### src/rtl/regfile_pkg.sv
// Shared register-file definitions: architectural sizes and the
// debug dump controller state encoding.
package regfile_pkg;

    localparam int REG_ADDR_WIDTH = 5;
    localparam int REG_DATA_WIDTH = 32;
    localparam int NUM_ARCH_REGS  = 32;

    typedef enum logic [1:0] {
        IDLE  = 2'd0,
        FETCH = 2'd1,
        SEND  = 2'd2,
        DONE  = 2'd3
    } dump_state_t;

endpackage

### src/rtl/regfile_dump_ctrl.sv
// Debug dump controller: walks register addresses 0..NUM_REGS-1 on the
// register file debug read port and streams {addr, data} beats.
//
// Ports:
//   clock, reset      system clock, async active-high reset
//   start, abort      request / cancel a dump
//   dbg_addr/dbg_data register file debug read port (comb read)
//   out_valid/ready   beat handshake, out_addr/out_data beat payload
//   busy              high while fetching or sending
//   done              one-cycle pulse after the last beat is accepted
module regfile_dump_ctrl
    import regfile_pkg::*;
#(
    parameter int NUM_REGS   = NUM_ARCH_REGS,
    parameter int ADDR_WIDTH = REG_ADDR_WIDTH,
    parameter int DATA_WIDTH = REG_DATA_WIDTH
) (
    input  logic                  clock,
    input  logic                  reset,
    input  logic                  start,
    input  logic                  abort,
    output logic [ADDR_WIDTH-1:0] dbg_addr,
    input  logic [DATA_WIDTH-1:0] dbg_data,
    output logic                  out_valid,
    input  logic                  out_ready,
    output logic [ADDR_WIDTH-1:0] out_addr,
    output logic [DATA_WIDTH-1:0] out_data,
    output logic                  busy,
    output logic                  done
);

    localparam logic [ADDR_WIDTH-1:0] LAST_IDX =
        ADDR_WIDTH'(NUM_REGS - 1);

    dump_state_t           state;
    dump_state_t           state_n;
    logic [ADDR_WIDTH-1:0] index;

    logic idx_clr;
    logic idx_inc;
    logic load_beat;
    logic drop_valid;
    logic handshake;

    assign handshake = out_valid && out_ready;

    // The index register drives the read port directly, so the address
    // is registered and simply holds once the walk stops.
    assign dbg_addr = index;

    always_ff @(posedge clock or posedge reset) begin
        if (reset) begin
            state <= IDLE;
        end else begin
            state <= state_n;
        end
    end

    always_comb begin
        state_n    = state;
        idx_clr    = 1'b0;
        idx_inc    = 1'b0;
        load_beat  = 1'b0;
        drop_valid = 1'b0;
        busy       = 1'b0;
        done       = 1'b0;
        unique case (state)
            IDLE: begin
                // abort wins over a simultaneous start
                if (start && !abort) begin
                    idx_clr = 1'b1;
                    state_n = FETCH;
                end
            end
            FETCH: begin
                busy = 1'b1;
                if (abort) begin
                    state_n = IDLE;
                end else begin
                    load_beat = 1'b1;
                    state_n   = SEND;
                end
            end
            SEND: begin
                busy = 1'b1;
                // abort wins over a same-cycle handshake
                if (abort) begin
                    drop_valid = 1'b1;
                    state_n    = IDLE;
                end else if (handshake) begin
                    drop_valid = 1'b1;
                    if (index == LAST_IDX) begin
                        state_n = DONE;
                    end else begin
                        idx_inc = 1'b1;
                        state_n = FETCH;
                    end
                end
            end
            DONE: begin
                done    = 1'b1;
                state_n = IDLE;
            end
            default: begin
                state_n = IDLE;
            end
        endcase
    end

    always_ff @(posedge clock or posedge reset) begin
        if (reset) begin
            index <= '0;
        end else if (idx_clr) begin
            index <= '0;
        end else if (idx_inc) begin
            index <= index + ADDR_WIDTH'(1);
        end
    end

    // Payload is captured once per FETCH and then held untouched until
    // the beat is taken, so backpressure never disturbs it.
    always_ff @(posedge clock or posedge reset) begin
        if (reset) begin
            out_valid <= 1'b0;
            out_addr  <= '0;
            out_data  <= '0;
        end else if (load_beat) begin
            out_valid <= 1'b1;
            out_addr  <= index;
            out_data  <= dbg_data;
        end else if (drop_valid) begin
            out_valid <= 1'b0;
        end
    end

endmodule

### config.mk
export PLATFORM = sky130hd
export DESIGN_NAME = regfile_dump_ctrl
export DESIGN_NICKNAME = d
export VERILOG_FILES = /design/src/rtl/regfile_pkg.sv /design/src/rtl/regfile_dump_ctrl.sv
export SDC_FILE = /design/constraint.sdc
export NUM_CORES = 1
export LEC_CHECK = 0
export CORE_ASPECT_RATIO = 0.9
export CORE_MARGIN = 1.5
export CORE_UTILIZATION = 40
export CTS_CLUSTER_DIAMETER = 80
export DETAILED_ROUTE_END_ITERATION = 12
export DONT_BUFFER_PORTS = 1
export PLACE_DENSITY = 0.54
export SLEW_MARGIN = 20
export SYNTH_ARGS = -nofsm -noshare
export SYNTH_HDL_FRONTEND = slang
export SYNTH_SLANG_ARGS = --single-unit
### constraint.sdc
create_clock -name clock -period 1.7 [get_ports clock]
set_input_delay 0.255 -clock clock [delete_from_list [all_inputs] [get_ports clock]]
set_output_delay 0.255 -clock clock [all_outputs]
set_load 0.02 [all_outputs]
# --- After elaboration in Yosys (flattened, before gate mapping) ---
# Index checks and enable logic that the tools add are counted.
totals:
  regBits: 45
  in_bits: 37
  output_inout_bits: 45
  elab_cells: 43
classes:
  add_sub_neg: 1
  eq_ne: 6
  muxes: 23
  n_reduce_logical: 8
op_table:
  columns: ["cell", "count"]
  rows:
  - ["$mux W1", 15]
  - ["$mux W2", 5]
  - ["$mux W5", 2]
  - ["$pmux W2 S4", 1]
  - ["$add A5 B1 Y5 const B", 1]
  - ["$eq A5 B5 Y1 const B", 1]
  - ["$eq A2 B2 Y1 const B", 2]
  - ["$reduce_bool A2 Y1", 2]
  - ["$ne A3 B3 Y1 const B", 1]
  - ["$eq A2 B1 Y1 const B", 1]
  - ["$logic_and A1 B1 Y1", 2]
  - ["$logic_not A2 Y1", 1]
  - ["$ne A2 B2 Y1 const B", 1]
  - ["$reduce_and A2 Y1", 1]
  - ["$reduce_or A2 Y1", 1]
  - ["$logic_not A1 Y1", 1]

# --- Logic depth before layout (Yosys ltp) ---
# Gate-level depths: netlist (run 1).
depth:
  depth_word: 7
  ltp_mapped: 7
  depth_no_buf: 6

# --- Least setup slack after synthesis (run 1) ---
# Ideal clock, no wire load.
synth_timing:
  kind: "reg-to-reg"
  start: "register index[0] (netlist: dbg_addr[0])"
  end: "register index[3] (netlist: dbg_addr[3])"
  setup_ns: 0.078
  arrival_time_ns: 1.785
  t_required_ns: 1.622
  path_slack_ns: -0.163
  path_stages_with_launch: 8
  path_buffers: 1
  synth_period_minus_slack_ns: 1.863
  cell_sequence: "dfrtp_1 ha_1 and3_1 ha_1 buf_8 nand4b_1 or3_1 a21boi_1"
synth_between:
  elab_chain_cells: 6
  word_cells_on_any_way: 9
  cone_classes: "add/sub (1); eq/ne (1); mux (6); reduce/logical (1)"
synth_rtl:
  columns: ["item", "line_no", "rtl"]
  rows:
  - ["from (decl)", "regfile_dump_ctrl.sv:37", "logic [ADDR_WIDTH-1:0] index;"]
  - ["from (signal assigned)", "regfile_dump_ctrl.sv:116", "index <= index + ADDR_WIDTH'(1);"]
  - ["$eq A5 B5 Y1", "regfile_dump_ctrl.sv:92", "if (index == LAST_IDX) begin"]
  - ["$mux W1", "regfile_dump_ctrl.sv:92", null]
  - ["$mux W1", "regfile_dump_ctrl.sv:90", "end else if (handshake) begin"]
  - ["$mux W1", "regfile_dump_ctrl.sv:87", "if (abort) begin"]
  - ["$mux W1", "regfile_dump_ctrl.sv:67", "unique case (state)"]
  - ["$reduce_bool A2 Y1 (no source line)", null, null]
# Several ways; a longest one is shown, not always the timed one. The select of a mux whose other input is x is not followed.
# A chain may end at the register's enable or synchronous reset.

# --- Final worst setup path (run 1) ---
layout_timing:
  start: "register index[1] (netlist: dbg_addr[1])"
  end: "register index[3] (netlist: dbg_addr[3])"
# The elaborated chain is that of the path after synthesis.

==> flow_summary.toml, run 1 <==
[timing]
finalSetupViolations = 0
finalWorstSetupSlack_ns = 0.0313
fmax_mhz = 599
relSlewSlack_pct = 72.0
finalCritPeriodShare_pct = 98.2
skew_ns = 0.00357
hold_slack_ns = 0.0536
worst_pin_slew_ns = 0.420
rsz0062_at_grt = "yes"
hold_violations = 0
slew_violations = 0
post-route-min-period_ns = 1.67

[clock_network]
cts_tree = "done"
cts-root-buf = "clkbuf_8"
path_clk_slew_ns = 0.08
cts_sinks = 45
clk_path_buf_depth = 2
h-tree-depth = 2
clock_latency_ns = 0.29
cts_made_buffers = 5

[route]
routedWlPerCell_um = 18.1
via_per_inst = 5.12
num_vias = 1086
drt_first_pass_iters = 4
ant_nets = 0
dr.first_iter.drc_count = 39
totalWireLength_um = 3830
drc = 0

[finish]
area_growth_pct = 15.0
diodes = 0
nets = 190
drive_above_1_share_pct = 46.3
fill_cells = 455
layout_commonest_cell = "dfrtp_1"
layout_common_cells = "43 x dfrtp_1, 19 x mux2_4, 18 x mux2_2"

[power]
leakage_nw = 1.04
combPwrFrac_pct = 31.2
swShare_pct = 39.3
irDropWorstVdd_mv = 0.782
p_sw_w = 0.00171
p_int_w = 0.00264
power_frac_clock_pct = 14.3
seq_power_share_pct = 54.5
power_density_mw_per_mm2 = 1870
p_total_w = 0.00434

[worst_setup_path]
criticalPathCategory = "reg -> reg"
worst_path_max_delay_cell = "dfrtp_2"
crit_cells = 6
crit_fanout = 4
worst_setup_path_end_kind = "flip-flop"
cpMostUsedCell = "ha_4"
worstRegToRegCells = 6
start_kind = "flip-flop"
cp_data_arrival_time_ns = 1.89
critPathTopFamily = "simple AND/OR/NAND/NOR gates"
crit_buf_inv = 0
cp.required_ns = 1.92
crit_chain = "ha_4, and3_4, ha_4, nand4b_1, or3_4, a21boi_2"
crit_path_max_incr_delay_ns = 0.43

[grt]
antenna_found_initial = 0
grt_pass1_wl_um = 6360
grt_start_max_net_pins = 22
grt_pass1_vias = 1223
grt_overflow = 0
grt_usage_pct = 14.9

[floorplan]
boundaryPins = 82
die_area_sq_mm = 0.00547
die_y_um = 70.3
core_sq_mm = 0.00483
die_width_um = 77.8
start_util_pct = 41.6
rows = 24

[synthesis]
postSynthCellCount = 131
synth_xor_area_share_pct = 0
yosys.cell_types.count = 29
synth-seq-area-share_pct = 55.9
synth_top_area_share_pct = 55.9
synth.area.mux_share_pct = 25.7
yosys.area_share.simple_pct = 6.09
synth_compound_area_share_pct = 4.29
synth_top_family_by_area = "multiplexers"
yosys.area_share.adder_pct = 4.35
synth_largest_area_cell = "dfrtp_1"
synth_area_leaders = "dfrtp_1 56%, mux2_4 14%, mux2_2 10%, ha_1 4.4%, buf_6 1.7%"
syn-cell-area_sq_mm = 0.00201
yosys_warnings = 0
synth_fp_nets = 175
synth-seq-cells = 45
avgSynthCellArea_sq_um = 15.4

[placed_design]
dp_hpwl_um = 2700
port-buffer-count = 0
dp_slack_ns = 0.0157
gp_congestion = 0.691

[worst_hold_path]
hold_depth = 1
hp-class = "in -> reg"

[run]
maxCapViolCount = 0

[outcome]
status = "finished clean"
## layout make-up
type                            instances  area (sq um)  share of cell area [%]
Timing Repair Buffer                   13           143                    6.16
Clock buffer                            7          76.3                    3.30
Inverter                                5          18.8                   0.810
Clock inverter                          1          7.51                   0.324
Tap cell                               65          81.3                    3.51
Multi-Input combinational cell         76           861                    37.2
Sequential cell                        45          1130                    48.7
## worst paths after layout
check                                 start           end  slack, ns
worst max-delay path            dbg_addr[1]   dbg_addr[3]       0.03
worst min-delay path                  abort     out_valid       0.05
worst max register to register  dbg_addr[1]   dbg_addr[3]       0.03
worst min register to register     state[1]      state[1]       0.61
max in group asynchronous             reset  out_data[26]       0.71
min in group asynchronous             reset   out_data[1]       0.42
## kinds of logic (layout without fill, tap and decap cells)
group / Yosys count / after routing
fa+ha+maj: 7 / 7
mux: 40 / 40
simple gates: 17 / 17
buf+inv: 10 / 26
compound gates: 12 / 12
flops: 45 / 45
## routing by layer
layer	part of all wire [%]	track usage, %	up-vias
met4	0.94	4.85	0
met1	40	18.5	544
met2	50	23.1	48
li1	-	-	489
met5	0	0	-
met3	9.0	6.54	5
## per-stage QoR
stage	instances	utilization (%)	cell area, sq um	setup TNS [ns]
detailed placement	199	44.2	2140	0
global placement	199	44.2	2140	0
floorplan	131	-	2020	-0.0604
CTS	208	46.2	2230	0
finish	212	47.9	2320	0
global route	212	47.9	2320	-0.0506
## timing repair
item,in CTS,in global routing
endpoints found under the hold margin,18,0
setup endpoints to repair,0,4
hold buffers,1,0
buffers inserted,0,3
resized for setup,0,7
## cells in the mapped netlist
cell type and number:
nand3b_1 1, and3_1 1, nand4b_4 1, a21boi_1 2, o211ai_1 2, o21ai_0 2, or3_1 2, buf_6 3
mux2_2 18, nor2_1 1, and3b_1 1, a21oi_1 1, o22ai_1 1, nand2_1 4, nand2b_1 2, inv_1 5
nor2b_2 1, nor3b_1 1, o21bai_1 1, buf_8 1, ha_1 7, o31ai_1 2, buf_2 1, a22oi_2 1
and2b_1 1, mux2i_1 3, dfrtp_1 45, mux2_4 19, nand4b_1 1
## state kept, by name, indices dropped and copies added (netlist names)
name	cells
state	2
out_valid	1
dbg_addr	5
out_data	32
out_addr	5
## power groups by stage
stage	combinational [W]	clock, W	sequential (W)
after floorplan	0.00109	0	0.00231
after global placement	0.00126	0	0.00237
after detailed placement	0.00131	0	0.00239
after CTS	0.00132	0.000657	0.00237
after global routing	0.00149	0.000704	0.00243
final	0.00135	0.000622	0.00237
## worst register-to-register path, stage by stage, from the launching register on
cell and delay, ns:
dfrtp_2 0.43, ha_4 0.17, and3_4 0.18, ha_4 0.16, nand4b_1 0.18, or3_4 0.34
a21boi_2 0.14
Note: power is estimated with default switching activity, not from simulation.
==> run 2: changes to the inputs <==
CORE_UTILIZATION = 45   (was 40)
PLACE_DENSITY = 0.6   (was 0.54)
==> flow_summary.toml, run 2 (synthesized netlist as in run 1, its figures left out) <==
[outcome]
status = "finished clean"

[finish]
layout_common_cells = "43 x dfrtp_1, 19 x mux2_4, 18 x mux2_2"
final_util_pct = 55.5
area_growth_pct = 15.4
regMostFlops = "out_data"
diodes = 0
fill_cells = 372
layout_commonest_cell = "dfrtp_1"
nets = 188
drive_above_1_share_pct = 44.8
largest_reg_flops = 32

[route]
routedWlPerCell_um = 17.3
drt_first_pass_iters = 4
num_vias = 1072
dr.first_iter.drc_count = 34
ant_nets = 0
via_per_inst = 5.23
drc = 0
totalWireLength_um = 3550

[worst_hold_path]
hp-class = "in -> reg"

[timing]
hold_slack_ns = 0.0428
fmax_mhz = 606
hold_violations = 0
finalCritPeriodShare_pct = 97.0
worst_pin_slew_ns = 0.439
finalSetupViolations = 0
post-route-min-period_ns = 1.65
tns_ns = 0
skew_ns = 0.00489
slew_violations = 0
rsz0062_at_grt = "no"
relSlewSlack_pct = 70.7

[grt]
grt_usage_pct = 15.6
grt_overflow = 0
grt_start_max_net_pins = 27
antenna_found_initial = 0
grt_pass1_wl_um = 5550
grt_pass1_vias = 1139

[clock_network]
cts_made_buffers = 5
path_clk_slew_ns = 0.08
cts-root-buf = "clkbuf_8"
cts_sinks = 45
clock_latency_ns = 0.29
clk_path_buf_depth = 2
cts_tree = "done"
h-tree-depth = 2

[worst_setup_path]
worst_setup_path_end_kind = "flip-flop"
cp_data_arrival_time_ns = 1.87
r2r_slack_ns = 0.05
crit_fanout = 7
cp.required_ns = 1.92
start_kind = "flip-flop"
criticalPathCategory = "reg -> reg"

[floorplan]
die_width_um = 73.5
die_area_sq_mm = 0.00488
start_util_pct = 48.1
boundaryPins = 82
rows = 22
core_sq_mm = 0.00418
die_y_um = 66.5

[placed_design]
gp_congestion = 0.744
dp_hpwl_um = 2550
port-buffer-count = 0

[power]
irDropWorstVdd_mv = 0.984
p_total_w = 0.00458
leakage_nw = 1.06
power_density_mw_per_mm2 = 1970

[run]
maxCapViolCount = 0
run 2: cell types whose count changed in the layout (fill, tap and decap cells not counted), sizes merged:
cell | before | now
clkinvlp | 1 | 0
clkinv | 0 | 1
bufinv | 0 | 2
buf | 11 | 10
clkbuf | 8 | 5
run 2: layer usage:
| metal | track usage [%] | share of wire, % | vias up | wire, um |
|---|---|---|---|---|
| met5 | 0 | 0 | - | 0 |
| met4 | 7.64 | 1.9 | 0 | 67 |
| met3 | 5.60 | 7.8 | 8 | 278 |
| met2 | 25.3 | 51 | 44 | 1800 |
| met1 | 18.3 | 40 | 535 | 1410 |
| li1 | - | - | 485 | - |
run 2: path summary, 6_finish.rpt:
| check | end | cells after the start | startpoint |
|---|---|---|---|
| setup / recovery | dbg_addr[3] | 6 | dbg_addr[1] |
| hold / removal | out_valid | 1 | abort |
| setup reg to reg | dbg_addr[3] | 6 | dbg_addr[1] |
| hold reg to reg | state[1] | 2 | state[1] |
| max in group asynchronous | dbg_addr[1] | 3 | reset |
| min in group asynchronous | out_addr[1] | 2 | reset |
run 2: layout make-up:
class	instances	area, sq um	area share (%)
repair buffers	11	123	5.28
inverters	5	18.8	0.808
clock buffers	5	68.8	2.96
well taps	60	75.1	3.23
clock inverters	3	65.1	2.80
flip-flops and latches	45	1130	48.6
multi-input cells	76	845	36.3
run 2: power breakdown:
part,switching (W),internal [W],total (W)
sequential,0.000843,0.00152,0.00236
clock,0.000343,0.000583,0.000927
combinational,0.000509,0.000783,0.00129
total,0.00170,0.00289,0.00458
run 2: timing repair:
item | CTS | global route
hold buffers | 1 | 0
gates cloned | 0 | 0
hold endpoints to repair | 19 | 0
buffers inserted | 0 | 2
resized for setup | 1 | 2
setup endpoints to repair | 1 | 2
run 2: critical path: stages (launching register included):
cell and delay, ns:
dfrtp_2 0.41, ha_2 0.19, and3_4 0.19, ha_4 0.18, nand4b_1 0.18, or3_1 0.32, a21boi_1 0.12
run 2: per-stage QoR:
step | setup slack (ns) | instances | cell area [sq um]
finish | 0.0504 | 205 | 2320
global route | 0.0110 | 205 | 2320
CTS | 0.0233 | 203 | 2300
detailed placement | 0.0237 | 194 | 2140
global placement | 0.0830 | 194 | 2140
floorplan | -0.0604 | 131 | 2020
==> run 3: changes to the inputs <==
CORE_ASPECT_RATIO = 0.75   (was 0.9)
CORE_UTILIZATION = 39   (was 45)
DONT_BUFFER_PORTS = unset   (was 1)
GPL_ROUTABILITY_DRIVEN = 0   (was unset)
PLACE_DENSITY = 0.75   (was 0.6)
==> flow_summary.toml, run 3 (synthesized netlist as in run 1, its figures left out) <==
[outcome]
status = "finished clean"

[route]
dr.first_iter.drc_count = 59
num_vias = 1374
routedWlPerCell_um = 15.5
ant_nets = 0
via_per_inst = 4.80
totalWireLength_um = 4450
drt_first_pass_iters = 4
drc = 0

[finish]
regMostFlops = "out_data"
area_growth_pct = 52.0
fill_cells = 367
layout_commonest_cell = "clkdlybuf4s50_1"
nets = 269
layout_common_cells = "75 x clkdlybuf4s50_1, 43 x dfrtp_1, 19 x mux2_4"
largest_reg_flops = 32
drive_above_1_share_pct = 29.2
multi_input_area_sq_um = 850
seqCellArea_sq_mm = 0.00113
stdcell_area_sq_mm = 0.00306
diodes = 0

[timing]
hold_violations = 0
relSlewSlack_pct = 80.7
hold_slack_ns = 0.207
rsz0062_at_grt = "yes"
worst_pin_slew_ns = 0.289
tns_ns = 0
finalCritPeriodShare_pct = 97.9
skew_ns = 0.00425
post-route-min-period_ns = 1.66
finalSetupViolations = 0
slew_violations = 0
fmax_mhz = 601

[power]
irDropWorstVdd_mv = 0.681
leakage_nw = 1.36
p_total_w = 0.00521
power_density_mw_per_mm2 = 1700

[worst_setup_path]
r2r_start = "dbg_addr[0]"
worstRegToRegCells = 6
reg2reg_to = "dbg_addr[3]"
cp.required_ns = 1.92
cp_data_arrival_time_ns = 1.89
r2r_slack_ns = 0.04
worst_setup_path_end_kind = "flip-flop"
criticalPathCategory = "reg -> reg"
crit_fanout = 2
start_kind = "flip-flop"

[grt]
grt_pass1_wl_um = 7330
grt_start_max_net_pins = 26
grt_usage_pct = 17.3
grt_overflow = 0
grt_pass1_vias = 1454
antenna_found_initial = 0

[floorplan]
die_width_um = 86.0
core_sq_mm = 0.00493
boundaryPins = 82
die_y_um = 65.2
die_area_sq_mm = 0.00561
start_util_pct = 40.9
rows = 22

[clock_network]
clk_path_buf_depth = 2
clock_latency_ns = 0.30
cts_made_buffers = 5
cts_tree = "done"
cts-root-buf = "clkbuf_8"
ctsHoldBuffers = 0
path_clk_slew_ns = 0.09
cts_sinks = 45
h-tree-depth = 2

[placed_design]
place_area_sq_mm = 0.00293
dp_hpwl_um = 3190
port-buffer-count = 81

[run]
maxCapViolCount = 0

[worst_hold_path]
hp-class = "in -> async"
[run 3: critical path, stage by stage (launching register included)]
cell,delay [ns]
dfrtp_2,0.43
ha_4,0.17
and3_4,0.18
ha_4,0.16
nand4b_1,0.20
or3_1,0.33
a21boi_1,0.13
[run 3: repair_timing]
action / 4_1_cts / 5_1_grt
gates resized for setup: 8 / 4
endpoints found under the setup margin: 3 / 4
pin swaps: 3 / 3
setup buffers: 3 / 0
hold endpoints to repair: 0 / 0
[run 3: metrics by stage]
| step | setup WS (ns) | util (%) | instances |
|---|---|---|---|
| detailed placement | -0.0524 | 59.5 | 275 |
| CTS | -0.0163 | 62.1 | 286 |
| global route | -0.0306 | 62.1 | 286 |
| floorplan | -0.0604 | - | 131 |
| global placement | 0.0471 | 59.5 | 275 |
| finish | 0.0353 | 62.1 | 286 |
[run 3: where the power goes]
group / switching, W / total [W] / internal (W)
clock network: 0.000376 / 0.000668 / 0.000292
logic: 0.00124 / 0.00277 / 0.00153
registers: 0.000253 / 0.00178 / 0.00152
total: 0.00187 / 0.00521 / 0.00335
[run 3: worst max-delay path by stage]
stage | startpoint | to | slack, ns | cells past startpoint
2_1_floorplan | dbg_addr[1] | dbg_addr[3] | -0.06 | 7
3_3_place_gp | abort | out_data[12] | 0.05 | 4
3_5_place_dp | dbg_addr[1] | dbg_addr[3] | -0.05 | 6
4_1_cts | dbg_addr[0] | dbg_addr[3] | -0.02 | 6
5_1_grt | dbg_addr[1] | dbg_addr[3] | -0.03 | 6
6_report | dbg_addr[0] | dbg_addr[3] | 0.04 | 6
[run 3: routing by layer]
layer	GRT usage [%]	part of all wire [%]
met1	21.4	47
met2	28.1	46
met3	5.65	6.3
met4	7.06	0.90
met5	0	0
[run 3: layout make-up]
class                           count  area share, %
Inverter                            5          0.613
Multi-Input combinational cell     76           27.8
Sequential cell                    45           36.9
Clock inverter                      3          0.695
Timing Repair Buffer               92           29.4
Clock buffer                        5           2.25
Tap cell                           60           2.45
